**src/rtl/addr_reg_bank.sv**
```systemverilog
// Bank of NREG address registers with wrap/saturate stepping, sticky overflow
// flags and a one-deep shadow per entry; the SEL entry drives the address bus.
module addr_reg_bank #(
  parameter int AW   = 12,
  parameter int NREG = 4,
  parameter int STEP = 1,
  localparam int SW  = $clog2(NREG)
) (
  input  logic          clk,
  input  logic          RST_N,
  input  logic          CLR_GLOBAL,
  input  logic [SW-1:0] SEL,
  input  logic [AW-1:0] in_AR,
  input  logic          LD,
  input  logic          INR,
  input  logic          DEC,
  input  logic          CLR,
  input  logic          SAVE,
  input  logic          RESTORE,
  input  logic          SAT,
  output logic [AW-1:0] out_AR,
  output logic          out_OVF,
  output logic          out_ZERO,
  output logic          out_MAX
);

  localparam logic [AW:0] STEP_W = (AW+1)'(STEP);

  logic [AW-1:0] regs   [NREG];
  logic [AW-1:0] shadow [NREG];
  logic [NREG-1:0] ovf;

  logic          sel_valid;
  logic [AW-1:0] cur_val;
  logic [AW-1:0] cur_shadow;
  logic          cur_ovf;
  logic [AW:0]   inc_full;
  logic [AW:0]   dec_full;
  logic          wr_en;
  logic [AW-1:0] nxt_val;
  logic          nxt_ovf;

  // Out-of-range SEL (non-power-of-2 NREG) reads as an empty entry.
  assign sel_valid  = (int'(SEL) < NREG);
  assign cur_val    = sel_valid ? regs[SEL]   : '0;
  assign cur_shadow = sel_valid ? shadow[SEL] : '0;
  assign cur_ovf    = sel_valid ? ovf[SEL]    : 1'b0;

  // Bit AW carries the carry (increment) or borrow (decrement).
  assign inc_full = {1'b0, cur_val} + STEP_W;
  assign dec_full = {1'b0, cur_val} - STEP_W;

  always_comb begin
    wr_en   = 1'b0;
    nxt_val = cur_val;
    nxt_ovf = cur_ovf;
    if (CLR) begin
      wr_en   = 1'b1;
      nxt_val = '0;
      nxt_ovf = 1'b0;
    end else if (RESTORE) begin
      wr_en   = 1'b1;
      nxt_val = cur_shadow;
    end else if (LD) begin
      wr_en   = 1'b1;
      nxt_val = in_AR;
      nxt_ovf = 1'b0;
    end else if (INR && !DEC) begin
      wr_en   = 1'b1;
      nxt_val = (inc_full[AW] && SAT) ? '1 : inc_full[AW-1:0];
      nxt_ovf = cur_ovf | inc_full[AW];
    end else if (DEC && !INR) begin
      wr_en   = 1'b1;
      nxt_val = (dec_full[AW] && SAT) ? '0 : dec_full[AW-1:0];
      nxt_ovf = cur_ovf | dec_full[AW];
    end
  end

  // SAVE runs alongside the priority chain and captures the pre-edge value.
  always_ff @(posedge clk) begin
    if (!RST_N || CLR_GLOBAL) begin
      for (int i = 0; i < NREG; i++) begin
        regs[i]   <= '0;
        shadow[i] <= '0;
      end
      ovf <= '0;
    end else if (sel_valid) begin
      if (wr_en) begin
        regs[SEL] <= nxt_val;
        ovf[SEL]  <= nxt_ovf;
      end
      if (SAVE) shadow[SEL] <= cur_val;
    end
  end

  assign out_AR   = cur_val;
  assign out_OVF  = cur_ovf;
  assign out_ZERO = (cur_val == '0);
  assign out_MAX  = (cur_val == '1);

endmodule

```
**config.mk**
```make
export PLATFORM = sky130hd
export DESIGN_NAME = addr_reg_bank
export DESIGN_NICKNAME = d
export VERILOG_FILES = /design/src/rtl/addr_reg_bank.sv
export SDC_FILE = /design/constraint.sdc
export NUM_CORES = 1
export LEC_CHECK = 0
export ABC_AREA = 1
export BUFFER_PORTS_ARGS = -buffer_cell sky130_fd_sc_hd__buf_2
export CAP_MARGIN = 40
export CORE_MARGIN = 2
export CORE_UTILIZATION = 55
export DETAILED_ROUTE_END_ITERATION = 10
export PLACE_DENSITY = 0.73
export SLEW_MARGIN = 20
export SYNTH_ARGS = -nofsm -noshare
export SYNTH_HDL_FRONTEND = slang
export SYNTH_SLANG_ARGS = --single-unit
```
**constraint.sdc**
```tcl
create_clock -name clk -period 7.19 [get_ports clk]
set_input_delay 1.0785 -clock clk [delete_from_list [all_inputs] [get_ports clk]]
set_output_delay 1.0785 -clock clk [all_outputs]
set_load 0.02 [all_outputs]
```
After elaboration in Yosys (flattened, before gate mapping)
Memories as Yosys holds them, arrays and structs flattened.
Index checks and enable logic that the tools add are counted.
{"block": "word_totals", "reg_bits": 4, "latchBits": 0, "ram_bits": 96, "rom_bits": 0, "input_bits": 24, "word_cells": 58, "memories": 2}
{"block": "op_classes", "n_addsub": 2, "mul": 0, "n_div": 0, "n_lt_le_gt_ge": 2, "n_eq_ne": 1, "shifts": 0, "muxes": 36, "n_bitwise": 2, "n_reduce_logical": 12}
{"name": "regs", "depth": 4, "width": 12, "read_ports": 1, "rd_ports_with_merged_regs": 0, "write_ports": 4, "line_no": "29", "rtl": "logic [AW-1:0] regs [NREG];"}
{"name": "shadow", "depth": 4, "width": 12, "read_ports": 1, "rd_ports_with_merged_regs": 0, "write_ports": 4, "line_no": "30", "rtl": "logic [AW-1:0] shadow [NREG];"}
{"operator": "12-bit two-way mux", "n": 9}
{"operator": "12-bit OR reduction", "n": 2}
{"operator": "1-bit two-way mux", "n": 22}
{"operator": "12-bit by 1-bit adder with 13-bit output (second input constant)", "n": 1}
{"operator": "12-bit by 1-bit subtractor with 13-bit output (second input constant)", "n": 1}
{"operator": "12-bit equality test (second input constant)", "n": 1}
{"operator": "12-bit logical NOT", "n": 1}
{"operator": "1-bit logical AND", "n": 5}
{"operator": "4-bit bitwise mux", "n": 1}
{"operator": "2-bit two-way mux", "n": 2}
{"operator": "1-bit logical NOT", "n": 3}
{"operator": "2-bit by 3-bit less-than comparator with 1-bit output (second input constant)", "n": 1}
{"operator": "1-bit binary-select mux with 2-bit select", "n": 1}
{"operator": "1-bit demux with 2-bit select", "n": 1}
{"operator": "2-bit by 1-bit greater-or-equal comparator with 1-bit output (second input constant)", "n": 1}
{"operator": "1-bit bitwise OR", "n": 2}
{"operator": "1-bit logical OR", "n": 1}

Depth between registers and ports, before layout
{"block": "depth", "ltp_word": 12, "mapped_depth": 21, "depth_no_buf": 19}

Worst setup path before layout
Ideal clock, no wire load.
{"block": "synth_path", "kind": "in2out", "from": "in SEL[1]", "to": "out out_MAX", "arrival_time_ns": 2.965, "t_required_ns": 6.111, "setup_slack_ns": 3.146, "cell_stages": 10, "path_buffers": 2, "cell_sequence": "buf_4 inv_4 buf_2 nand2_1 nand2_1 ha_1 nand2_2 nor2_4 nand3_1 nor4_1"}
{"block": "synth_via", "elab_chain_len": 2}
{"item": "start, declared", "line_no": "12", "rtl": "input logic [SW-1:0] SEL,"}
{"item": "memory read 4 x 12 bit"}
{"item": "named net out_AR[1]", "line_no": "21", "rtl": "output logic [AW-1:0] out_AR,"}
{"item": "12-bit equality test", "line_no": "99", "rtl": "assign out_MAX = (cur_val == '1);"}
{"item": "end, declared", "line_no": "24", "rtl": "output logic out_MAX"}
The timed path passes the listed nets, and every way through them passes these cells.

Worst setup path in the final report
{"block": "layout_path", "from": "in SEL[1]", "to": "out out_ZERO"}
{"block": "layout_via", "elab_chain_len": 2}
{"item": "memory read 4 x 12 bit"}
{"item": "12-bit logical NOT", "line_no": "98", "rtl": "assign out_ZERO = (cur_val == '0);"}
{"item": "end, declared", "line_no": "23", "rtl": "output logic out_ZERO,"}
No other way between the ends.

==> flow_summary.toml <==
[outcome]
status = "completed"

[pwr]
ir_drop_mv = 0.1196
p_int_w = 0.0009554
clkPwrFrac_pct = 32.8
power_leakage_nw = 2.734
power_density_nw_per_um2 = 208.8
swShare_pct = 27.33
power_switching_w = 0.0003593
combPwrFrac_pct = 15.8
p_seq_share_pct = 51.4

[timing]
drv_slew = 0
finalHoldViolCount = 0
finClkSkew_ns = 0.008431
slew_headroom_pct = 51.67
post-route-min-period_ns = 4.445
fin_crit_sh_pct = 61.82
timing.setup.tns_ns = 0
tightest_slew_ns = 0.7250
rsz0062_at_grt = "no"
setup_viol = 0
fmax_mhz = 225.0

[synth]
synthCells = 697
synth-edff-count = 96
synthXorXnorAreaFrac_pct = 0.7482
netlist_area_um2 = 5853
yosysWarnings = 0
synth_simple_gate_area_share_pct = 35.59
ys_seq_area_share_pct = 50.62
syn_area_per_cell_um2 = 8.398
synth_top_family_by_area = "simple AND/OR/NAND/NOR gates"
netlist-cell-type-count = 37
syn-num-nets = 726
yosys_register_bits = 100
synth_fa_ha_area_share_pct = 1.069
async_reset_ff_share_pct = 0
synthMuxAreaShare_pct = 0
synth_flop_cell = "edfxtp_1"
synth_compound_area_share_pct = 5.900

[setup_path]
r2r_slack_ns = 4.42
required_ns = 6.11
r2r-end = "regs[0][5]"
path_cells = "buf_2 > inv_4 > nand2_2 > inv_2 > nand2_1 > nand3_2 > inv_2 > nand2_1 > nor2_2 > nand2_1 > nor4_1 > buf_2"
cp_max_fo = 23
cp_top_family = "simple AND/OR/NAND/NOR gates"
r2r-start = "regs[3][0]"
crit_top_cell = "nand2_1"
arrival_ns = 3.37
startpoint = "SEL[1]"
crit_buf_inv = 5
crit_path_start_kind = "input port"
cpPeakStageDelay_ns = 0.41
crit_type = "in -> out"
endpoint_kind = "output pin"
crit_slowest_cell = "buf_2"
r2r_cells = 17

[final_layout]
nFillCells = 925
post-route-cell-area_um2 = 6296
drive_above_1_share_pct = 17.27
multi_input_area_um2 = 2535
area_growth_pct = 7.567
fin_nets = 748
antennaDiodeCount = 0
seq_area_um2 = 2963
final_common_cell = "nand2_1"
final_cell_mix = "nand2_1 (208), nor2_1 (122), edfxtp_1 (96)"

[global_routing]
grt_pass1_vias = 4742
grt_pass1_wl_um = 24650
track_usage_pct = 28.76
grt_max_degree = 37
overflow = 0
antenna_found_initial = 0

[place]
gp_congestion = 0.9472
port_buffers = 38
hpwl_um = 10920
place_area_um2 = 6057

[routing]
dr_total_vias = 4881
drtIter0Drc = 536
drc = 0
ant_nets = 0
via_per_inst = 5.676
post_drt_wl_per_cell_um = 18.15
wl_um = 15610
dr.pass1.iters = 7

[clock_tree]
clockBufferDepth = 2
clock_latency_ns = 0.37
cts_made_buffers = 9
cts_tree = "built"
clock_sinks = 100
clkSlewWorstSetupHoldPaths_ns = 0.10
cts_hold_buffers = 0
cts_resized = 0
cts_setup_buffers = 0
cts_root_buf = "clkbuf_8"
htree_levels = 3

[floorplan]
core_region_area_um2 = 10320
dieArea_um2 = 11480
row_count = 37
ios = 39
initial_core_util_pct = 56.70
die_y_um = 107.2
die_w_um = 107.2

[flow_run]
maxCapViolCount = 0

[hold_path]
min_path_type = "reg -> reg"
hp-start = "ovf[1]"
hold_end = "ovf[1]"
holdPathStages = 2
kinds of logic after synthesis:
| family | after synthesis |
|---|---|
| simple gates | 461 |
| flops | 100 |
| buf+inv | 75 |
| compound gates | 51 |
| xor+xnor | 5 |
| fa+ha+maj | 5 |
power groups by stage:
stage          clock (W)  sequential (W)  combinational, W
5_1_grt         0.000456        0.000678          0.000231
3_3_place_gp           0        0.000687          0.000201
2_1_floorplan          0        0.000685          0.000150
6_report        0.000431        0.000675          0.000208
3_5_place_dp           0        0.000688          0.000205
4_1_cts         0.000431        0.000675          0.000206
metal layers:
metal	up-vias	global-route usage, %	part of all wire (%)
li1	2338	-	-
met1	2260	41.79	43
met2	252	42.59	45
met3	31	5.653	9.6
met4	0	10.95	2.5
met5	-	0	0
worst register-to-register path, stage by stage, from the launching register on:
cell      delay, ns
edfxtp_1       0.42
nand2_1        0.08
nand2_1        0.06
nand2_1        0.08
nand2_2        0.12
inv_2          0.20
ha_1           0.18
nand2_1        0.06
inv_1          0.13
nand3_4        0.13
nor2_4         0.16
nand3_2        0.26
nand2_1        0.16
nand2_1        0.06
nand3_1        0.10
nand2_1        0.06
nand2_1        0.17
nor2_1         0.06
stage by stage:
step / util [%] / worst slack, ns / total power, W / hold WS, ns / std cells
2_1_floorplan: - / 3.146 / 0.0008350 / 0.4538 / 697
3_3_place_gp: 58.60 / 2.867 / 0.0008885 / 0.4652 / 843
3_5_place_dp: 58.67 / 2.809 / 0.0008927 / 0.4933 / 844
4_1_cts: 60.99 / 2.804 / 0.001312 / 0.5090 / 860
5_1_grt: 60.99 / 2.545 / 0.001365 / 0.5355 / 860
6_report: 60.99 / 2.745 / 0.001315 / 0.5162 / 860
cell type report:
class,count,area share (%)
clock inverter,7,1.828
clock buffer,9,1.967
inverter,45,2.802
sequential,100,47.06
multi-input combinational,522,40.26
timing repair buffer,41,3.378
tap,136,2.703
how the worst max path moves through the flow:
stage                    end  slack [ns]  cells past startpoint
floorplan            out_MAX        3.15                     10
CTS                 out_ZERO        2.80                     12
global placement    out_ZERO        2.87                     12
detailed placement  out_ZERO        2.81                     12
global route        out_ZERO        2.55                     12
finish              out_ZERO        2.75                     12
sequential cells by signal, summed over array words and instances (netlist names):
signal,flops
regs,48
shadow,48
ovf,4
synth_stat cells, types with 2 or more instances:
cell | n | area share, %
a211oi_1 | 4 | 0.51
a21oi_1 | 10 | 0.86
a22oi_1 | 2 | 0.26
and2_1 | 9 | 0.96
buf_2 | 5 | 0.43
buf_4 | 4 | 0.51
buf_6 | 6 | 1.2
clkbuf_1 | 14 | 0.90
dfxtp_1 | 4 | 1.4
edfxtp_1 | 96 | 49
ha_1 | 5 | 1.1
inv_1 | 34 | 2.2
inv_2 | 8 | 0.51
nand2_1 | 208 | 13
nand2_2 | 25 | 2.7
nand2_4 | 3 | 0.58
nand3_1 | 51 | 4.4
nand3_2 | 3 | 0.51
nand4_1 | 9 | 0.96
nor2_1 | 122 | 7.8
nor2_2 | 7 | 0.75
nor2_4 | 6 | 1.2
nor4_1 | 2 | 0.21
o21a_1 | 12 | 1.5
o21ai_0 | 10 | 0.86
o221ai_1 | 12 | 1.8
or2_2 | 12 | 1.3
xor2_1 | 5 | 0.75
(Power assumes the default switching activity.)
